`src/rtl/jtag_types_pkg.sv`:
```
// Shared JTAG type definitions: opcode width and the instruction encodings
// recognised by the TAP instruction path.
package jtag_types_pkg;

   localparam int unsigned OPCODE_W = 4;

   typedef logic [OPCODE_W-1:0] opcode_t;

   localparam opcode_t EXTEST        = 4'h0;
   localparam opcode_t SAMPLE        = 4'h1;
   localparam opcode_t PRELOAD       = 4'h2;
   localparam opcode_t IDCODE        = 4'h3;
   localparam opcode_t CLAMP_HOLD    = 4'h4;
   localparam opcode_t CLAMP_RELEASE = 4'h5;
   localparam opcode_t AHB           = 4'h8;
   localparam opcode_t BYPASS        = 4'hF;

endpackage

```
`src/rtl/instruction_register.sv`:
```
// JTAG instruction register: capture/shift chain plus a legalised update
// register driving instruction_decoder. Optional odd-parity protection of the
// shifted instruction is enabled by defining IR_PARITY_EN.
module instruction_register
   import jtag_types_pkg::*;
#(
   parameter int unsigned IR_WIDTH = 4,
   parameter int unsigned STATUS_W = IR_WIDTH - 2
) (
   input  logic                TCK,
   input  logic                TRST,
   input  logic                tlr_reset,
   input  logic                capture_ir,
   input  logic                shift_ir,
   input  logic                update_ir,
   input  logic                tdi,
   input  logic [STATUS_W-1:0] status,
   output logic                ir_tdo,
   output logic [IR_WIDTH-1:0] parallel_out,
   output logic                update_pulse,
   output logic                parity_err
);

`ifdef IR_PARITY_EN
   localparam int unsigned CHAIN_W = IR_WIDTH + 1;
`else
   localparam int unsigned CHAIN_W = IR_WIDTH;
`endif

   localparam logic [IR_WIDTH-1:0] OP_IDCODE = IR_WIDTH'(IDCODE);
   localparam logic [IR_WIDTH-1:0] OP_BYPASS = IR_WIDTH'(BYPASS);

   logic [CHAIN_W-1:0]  shift_reg;
   logic [CHAIN_W-1:0]  capture_val;
   logic [IR_WIDTH-1:0] upd_reg;
   logic [IR_WIDTH-1:0] opc;
   logic [IR_WIDTH-1:0] upd_next;
   logic                opc_legal;
   logic                parity_ok;

   assign opc = shift_reg[IR_WIDTH-1:0];

   // Legal-set check against package encodings and the value an update commits
   always_comb begin
      opc_legal = (opc == IR_WIDTH'(BYPASS))        ||
                  (opc == IR_WIDTH'(SAMPLE))        ||
                  (opc == IR_WIDTH'(PRELOAD))       ||
                  (opc == IR_WIDTH'(EXTEST))        ||
                  (opc == IR_WIDTH'(IDCODE))        ||
                  (opc == IR_WIDTH'(AHB))           ||
                  (opc == IR_WIDTH'(CLAMP_HOLD))    ||
                  (opc == IR_WIDTH'(CLAMP_RELEASE));
`ifdef IR_PARITY_EN
      parity_ok   = ^shift_reg;
      capture_val = CHAIN_W'({1'b0, status, 2'b01});
`else
      parity_ok   = 1'b1;
      capture_val = CHAIN_W'({status, 2'b01});
`endif
      upd_next = (parity_ok && opc_legal) ? opc : OP_BYPASS;
   end

   // Chain, update register and strobes, in priority TRST > tlr > update > capture > shift
   always_ff @(posedge TCK) begin
      if (TRST) begin
         shift_reg    <= '0;
         upd_reg      <= OP_IDCODE;
         update_pulse <= 1'b0;
`ifdef IR_PARITY_EN
         parity_err   <= 1'b0;
`endif
      end else if (tlr_reset) begin
         upd_reg      <= OP_IDCODE;
         update_pulse <= 1'b0;
`ifdef IR_PARITY_EN
         parity_err   <= 1'b0;
`endif
      end else if (update_ir) begin
         upd_reg      <= upd_next;
         update_pulse <= 1'b1;
`ifdef IR_PARITY_EN
         parity_err   <= ~parity_ok;
`endif
      end else begin
         update_pulse <= 1'b0;
         if (capture_ir) begin
            shift_reg <= capture_val;
         end else if (shift_ir) begin
            shift_reg <= {tdi, shift_reg[CHAIN_W-1:1]};
         end
      end
   end

`ifndef IR_PARITY_EN
   assign parity_err = 1'b0;
`endif

   assign ir_tdo       = shift_reg[0];
   assign parallel_out = upd_reg;

endmodule

```
`config.mk`:
```
export PLATFORM = sky130hd
export DESIGN_NAME = instruction_register
export DESIGN_NICKNAME = d
export VERILOG_FILES = /design/src/rtl/jtag_types_pkg.sv /design/src/rtl/instruction_register.sv
export SDC_FILE = /design/constraint.sdc
export NUM_CORES = 1
export LEC_CHECK = 0
export CAP_MARGIN = 40
export CORE_AREA = 4 4 41 43
export CTS_CLUSTER_SIZE = 30
export DETAILED_ROUTE_END_ITERATION = 10
export DIE_AREA = 0 0 45 47
export PLACE_DENSITY = 0.67
export SYNTH_ARGS = -nofsm -noshare
export SYNTH_HDL_FRONTEND = slang
export SYNTH_SLANG_ARGS = --single-unit
export TNS_END_PERCENT = 30
```
`constraint.sdc`:
```
create_clock -name TCK -period 1.54 [get_ports TCK]
set_input_delay 0.308 -clock TCK [delete_from_list [all_inputs] [get_ports TCK]]
set_output_delay 0.308 -clock TCK [all_outputs]
set_load 0.01 [all_outputs]
```
## Word-level counts from Yosys, hierarchy flattened

Index checks and enable logic that the tools add are counted.

- Bits in registers: 9
- Output and inout port bits: 7
- Logic and storage cells: 27

- Reduce and logical (&&, ||, !) cells: 11
- Bitwise operators: 2
- Equality and inequality tests: 7
- Muxes and demuxes: 4

Operators by type and width:

| operator | count |
|---|---|
| 4-bit two-way mux | 3 |
| 4-bit by 2-bit == test with 1-bit output, second input constant | 2 |
| 4-bit by 3-bit == test with 1-bit output, second input constant | 2 |
| 4-bit == test, second input constant | 2 |
| 1-bit logical OR | 7 |
| 4-bit by 1-bit == test with 1-bit output, second input constant | 1 |
| 4-bit zero test | 1 |
| 3-bit AND reduction | 1 |
| 1-bit NOT | 2 |
| 2-bit nonzero test | 1 |
| 2-bit OR reduction | 1 |
| 1-bit two-way mux | 1 |

## Logic depth before layout (Yosys ltp)

Gate-level depths: netlist of run 1.

- Depth after elaboration: 9
- Gate-level depth with buffers: 4
- Mapped depth without buffers: 3

## Worst setup path after synthesis of run 1

OpenSTA, ideal clock, no wires.

- Kind: input -> register
- Start: input update_ir
- End: register upd_reg[0] (netlist: parallel_out[0])
- Cell stages on the path: 3
- Data arrival time: 0.894 ns
- Data required time: 1.406 ns
- Setup slack: 0.513 ns
- Path through: buf_2 > a2111oi_0 > o21ai_1

RTL lines:

| item | line | source |
|---|---|---|
| start, declared | instruction_register.sv:15 | `input logic update_ir,` |
| end signal, assigned | instruction_register.sv:79 | `upd_reg <= upd_next;` |
| end, declared | instruction_register.sv:35 | `logic [IR_WIDTH-1:0] upd_reg;` |

## Final worst setup path of run 1

- Start: register upd_reg[0] (netlist: parallel_out[0])
- End: output parallel_out[0]

RTL lines:

| item | line | source |
|---|---|---|
| end, declared | instruction_register.sv:19 | `output logic [IR_WIDTH-1:0] parallel_out,` |

No word-level cell between the ends.

==> results of run 1 <==
worst min-delay path by stage:
stage | startpoint | endpoint | slack, ns | cells past startpoint
2_1_floorplan | TRST | opc[1]$_SDFFE_PP0P_ | 0.37 | 1
3_3_place_gp | parallel_out[3]$_SDFFE_PP0P_ | parallel_out[3]$_SDFFE_PP0P_ | 0.48 | 2
3_5_place_dp | parallel_out[1]$_SDFFE_PP1P_ | parallel_out[1]$_SDFFE_PP1P_ | 0.49 | 2
4_1_cts | parallel_out[1]$_SDFFE_PP1P_ | parallel_out[1]$_SDFFE_PP1P_ | 0.50 | 2
5_1_grt | parallel_out[1]$_SDFFE_PP1P_ | parallel_out[1]$_SDFFE_PP1P_ | 0.55 | 2
6_report | parallel_out[1]$_SDFFE_PP1P_ | parallel_out[1]$_SDFFE_PP1P_ | 0.49 | 2
state kept, by name, indices dropped and copies added (netlist names):
signal and flops:
update_pulse 1, opc 4, parallel_out 4
final cells by class:
cell class | instances | area share, %
multi-input combinational | 31 | 34.04
sequential | 9 | 30.44
clock buffer | 4 | 4.440
tap | 15 | 3.171
timing repair buffer | 17 | 27.27
inverter | 1 | 0.6342
report_power, final:
group / internal, mW / switching [mW]
Sequential: 0.244 / 0.00929
Clock: 0.0996 / 0.0785
Combinational: 0.0481 / 0.0352
worst min-delay path, cell delays in order (launching register included):
cell                      delay, ns
sky130_fd_sc_hd__dfxtp_1       0.31
sky130_fd_sc_hd__nor2_1        0.08
sky130_fd_sc_hd__o21ai_1       0.06
metal layers:
| layer | global-route usage, % | part of all wire, % | vias to the layer above |
|---|---|---|---|
| met5 | 0 | 0 | - |
| met4 | 5.263 | 1.8 | 0 |
| met3 | 2.682 | 11 | 2 |
| met2 | 14.69 | 43 | 19 |
| met1 | 9.339 | 44 | 173 |
| li1 | - | - | 196 |
repair_timing:
action                                 CTS  global route
resized for setup                        1             0
endpoints found under the hold margin    0             0
setup endpoints to repair                1             0
logic make-up (layout without fill, tap and decap cells):
kind of cell	after synthesis	count (layout)	synth area share, %
buffers and inverters	4	22	6.726
other	1	1	0.9166
multiplexers	2	2	4.893
AND/OR/NAND/NOR	10	10	14.07
flip-flops	9	9	44.04
AO/OA/AOI/OAI	18	18	29.36
synth_stat cells (all sizes together) (2+ instances only):
master	count
mux2i	2
a2111oi	2
o21ai	6
a21oi	5
dfxtp	9
nor2	5
buf	3
a311oi	3
metrics by stage:
step	util (%)	std cells	TNS, ns	total power, mW	worst slack, ns
floorplan	-	44	0	0.2953	0.5128
global placement	43.56	73	-0.2251	0.3411	-0.09105
detailed placement	43.56	73	-0.3150	0.3426	-0.08851
CTS	45.48	77	0	0.5213	0.1028
global route	45.48	77	0	0.5356	0.05669
finish	45.48	77	0	0.5145	0.1169
==> impl_metrics.yaml, run 1 <==
global_routing:
  global_route_wire_length_before_repair_um: 1297
  number_of_global_route_vias_before_repair: 318
  grt_overflow: 0
  maximum_number_of_pins_on_one_net_before_global_route_repair: 12
  grt_antenna_before_repair: 0
  grtUsageTotal_pct: 8.617
drt:
  first_pass_iters: 4
  drt-initial-drc-count: 8
  vias: 390
  wl_per_cell_um: 11.42
  via_per_inst: 5.065
  antenna_violating_nets_post_route: 0
  route.detailed.drc: 0
  postRouteWirelength_um: 879
sta:
  report.final.slew_viol_count: 0
  rsz_0062_raised_after_global_routing: "no"
  hold_viol: 0
  fin_hold_ws_ns: 0.4942
  period_needed_ns: 1.423
  timing.fmax_ghz: 0.7027
  final_worst_path_period_share_pct: 92.41
  clock_skew_ns: 0.005212
  setup_violations: 0
die:
  die-height_um: 47
  fp.coreArea_sq_um: 1301
  die_area_sq_um: 2115
  effective_utilization_at_floorplan_pct: 31.44
  rows: 13
  ioPinCount: 16
  die_width_um: 45
setup_path:
  ff2ff_path_depth: 2
  crit_end: "parallel_out[0]"
  crit_slowest_cell: "sky130_fd_sc_hd__clkdlybuf4s50_1"
  worstPathMaxFanout: 2
  r2r_setup_slack_ns: 0.53
  cp.depth: 1
  cp_buf_inv_count: 1
  rr_startpoint: "opc[2]$_SDFFE_PP0P_"
  timing.critical_path.from_type: "flop"
  required_ns: 1.23
  timing.rr.end: "parallel_out[3]$_SDFFE_PP0P_"
  crit_path_dat_ns: 1.12
  critical_path.cell_chain: "clkdlybuf4s50_1"
  path_delay_family: "buffers and inverters"
  worst_setup_path_startpoint: "parallel_out[0]$_SDFFE_PP1P_"
  cp_slowest_stage_delay_ns: 0.53
  setup.worst_path.class: "flop to primary output"
  end_kind: "primary output"
finish:
  antennaDiodeCount: 0
  layout_commonest_cell: "sky130_fd_sc_hd__clkdlybuf4s50_1"
  number_of_nets_at_the_end_of_the_flow: 72
  fill_cells: 140
  areaGrowthSynthToFinish_pct: 44.65
  drive_above_1_share_pct: 12.90
  commonest_cells_after_routing_fill_and_taps_aside: "sky130_fd_sc_hd__clkdlybuf4s50_1, sky130_fd_sc_hd__dfxtp_1, sky130_fd_sc_hd__a21oi_1, sky130_fd_sc_hd__nor2_1, sky130_fd_sc_hd__o21ai_0"
  final-seq-area_sq_um: 180.2
  postLayoutCellArea_sq_um: 591.8
  multiInputGateArea_sq_um: 201.4
clock_network:
  tritoncts: "done"
  clk_latency_ns: 0.26
  tritoncts.num_buffers: 3
  post_cts.repair.setup_buffers: 0
  htree_num_levels: 1
  clk_root_buffer_cell: "sky130_fd_sc_hd__clkbuf_4"
  clock_tree.buffer_depth: 2
  holdBufCountCts: 0
  cts_num_sinks: 9
  clk_pin_slew_worst_paths_ns: 0.06
yosys:
  synth.ff_latch_count: 9
  synth_cell_types: 23
  synth_top_cells_by_area: "sky130_fd_sc_hd__dfxtp_1, sky130_fd_sc_hd__a311oi_1, sky130_fd_sc_hd__a21oi_1"
  mappedNetlistNets: 53
  yosys.area.top_type_share_pct: 44.04
  netlist_area_sq_um: 409.1
  post_synth_inst_count: 44
  ys_dominant_reg_cell: "sky130_fd_sc_hd__dfxtp_1"
  synth_area_per_cell_sq_um: 9.299
  synth_enable_flop_cells: 0
  warnings_synthesis: 0
  synth_area_leader_cell: "sky130_fd_sc_hd__dfxtp_1"
  seq_area_frac_synth_pct: 44.04
  async_flop_share_pct: 0
placement:
  detailed_place.area_sq_um: 566.8
  gp_routability_congestion: 0.7513
  io_buffers: 14
min_path:
  hold_class: "flop to flop"
status:
  status: "finished, final reports clean"
pwr:
  leakage_nw: 0.2159
  power_density_nw_per_um2: 869.3
  ir_worst_vdd_mv: 0.3635
flow_run:
  drv_cap: 0
(Power assumes the default switching activity.)
==> inputs of run 2 (changes only) <==
GPL_TIMING_DRIVEN = 0   (was not set)
==> run 2 against run 1 <==
- die area did not move
- global-route usage fell by 0.39 points
- register-to-register slack got worse by 0.05 ns
- hold slack improved by 0.0045 ns
- sequential share of layout area fell by 0.26 points
- final cell count did not move
- cell area rose by 0.85%
- critical path depth did not move
- critical path type unchanged
- highest routed layer unchanged
==> impl_metrics.yaml, run 2 (synthesis results as in run 1) <==
flow_run:
  drv_cap: 0
sta:
  final.setup.worst_slack_ns: 0.1183
  report.final.slew_viol_count: 0
  timing.fmax_ghz: 0.7034
  final_worst_path_period_share_pct: 92.32
  timing.setup.tns_ns: 0
  period_needed_ns: 1.422
  clock_skew_ns: 0.001844
  fin_hold_ws_ns: 0.4987
  hold_viol: 0
  rsz_0062_raised_after_global_routing: "no"
  setup_violations: 0
setup_path:
  crit_slowest_cell: "sky130_fd_sc_hd__clkdlybuf4s50_1"
  critical_path.cell_chain: "clkdlybuf4s50_1"
  required_ns: 1.23
  crit_path_dat_ns: 1.11
  path_delay_family: "buffers and inverters"
  end_kind: "primary output"
  setup.worst_path.class: "flop to primary output"
  cp_buf_inv_count: 1
  timing.critical_path.from_type: "flop"
  cp_slowest_stage_delay_ns: 0.53
  worstPathMaxFanout: 2
global_routing:
  grt_antenna_before_repair: 0
  number_of_global_route_vias_before_repair: 319
  grtUsageTotal_pct: 8.228
  maximum_number_of_pins_on_one_net_before_global_route_repair: 11
  global_route_wire_length_before_repair_um: 1228
  grt_overflow: 0
drt:
  via_per_inst: 4.857
  antenna_violating_nets_post_route: 0
  wl_per_cell_um: 10.69
  vias: 374
  drt-initial-drc-count: 6
  postRouteWirelength_um: 823
  first_pass_iters: 2
  route.detailed.drc: 0
finish:
  layout.cells.non_filler: 77
  layout_commonest_cell: "sky130_fd_sc_hd__clkdlybuf4s50_1"
  number_of_nets_at_the_end_of_the_flow: 72
  commonest_cells_after_routing_fill_and_taps_aside: "sky130_fd_sc_hd__clkdlybuf4s50_1, sky130_fd_sc_hd__dfxtp_1, sky130_fd_sc_hd__a21oi_1, sky130_fd_sc_hd__nor2_1, sky130_fd_sc_hd__o21ai_0"
  areaGrowthSynthToFinish_pct: 45.87
  fill_cells: 141
  drive_above_1_share_pct: 12.90
  postLayoutCellArea_sq_um: 596.8
  post-route-util_pct: 45.87
  antennaDiodeCount: 0
placement:
  detailed_place.area_sq_um: 568.0
  instance_count_after_placement_with_tap_cells_included: 73
  dp.final_hpwl_um: 635.6
  pre_cts_ws_ns: -0.04247
  io_buffers: 14
  gp_routability_congestion: 0.7346
die:
  die_width_um: 45
  effective_utilization_at_floorplan_pct: 31.44
  die-height_um: 47
  die_area_sq_um: 2115
  fp.coreArea_sq_um: 1301
  ioPinCount: 16
  rows: 13
clock_network:
  post_cts.repair.setup_buffers: 0
  cts_num_sinks: 9
  cts.repair.resized: 0
  clk_pin_slew_worst_paths_ns: 0.06
  clk_latency_ns: 0.25
  holdBufCountCts: 0
  htree_num_levels: 1
  tritoncts: "done"
  tritoncts.num_buffers: 3
  clock_tree.buffer_depth: 2
  clk_root_buffer_cell: "sky130_fd_sc_hd__clkbuf_4"
status:
  status: "finished, final reports clean"
pwr:
  leakage_nw: 0.2288
  ir_worst_vdd_mv: 0.2640
  power_density_nw_per_um2: 856.9
  overall_power_after_layout_mw: 0.5114
min_path:
  hold_class: "flop to flop"
-- run 2: changes by cell type in the layout (fill, tap and decap cells not counted) --
cell	before	now
sky130_fd_sc_hd__buf_2	0	1
sky130_fd_sc_hd__buf_4	3	1
sky130_fd_sc_hd__buf_6	0	1
sky130_fd_sc_hd__dlygate4sd2_1	1	0
sky130_fd_sc_hd__dlymetal6s2s_1	0	1
-- run 2: area by class of cell --
cell class,instances,area [sq um],area share (%)
Sequential cell,9,180.2,30.19
Timing Repair Buffer,14,142.6,23.90
Multi-Input combinational cell,31,201.4,33.75
Buffer,3,23.77,3.983
Tap cell,15,18.77,3.145
Clock buffer,4,26.28,4.403
Inverter,1,3.754,0.6289
-- run 2: routing by layer --
metal / vias to the layer above / share of wire [%] / routed length [um] / global-route usage (%)
met5: - / 0 / 0 / 0
met2: 14 / 42 / 346 / 11.86
met3: 2 / 10 / 86 / 2.682
met1: 161 / 47 / 386 / 9.817
met4: 0 / 0.49 / 4 / 7.018
li1: 197 / - / - / -
-- run 2: path summary, 6_finish.rpt --
check                                from                            to  slack [ns]  cells past startpoint
max          parallel_out[1]$_SDFFE_PP1P_               parallel_out[1]        0.12                      1
min          parallel_out[1]$_SDFFE_PP1P_  parallel_out[1]$_SDFFE_PP1P_        0.50                      2
max reg2reg           opc[2]$_SDFFE_PP0P_  parallel_out[3]$_SDFFE_PP0P_        0.48                      2
min reg2reg  parallel_out[1]$_SDFFE_PP1P_  parallel_out[1]$_SDFFE_PP1P_        0.50                      2
-- run 2: power by group --
group / switching (mW) / internal (mW)
clock: 0.0754 / 0.0994
sequential: 0.00917 / 0.244
combinational: 0.0346 / 0.0490
total: 0.119 / 0.392
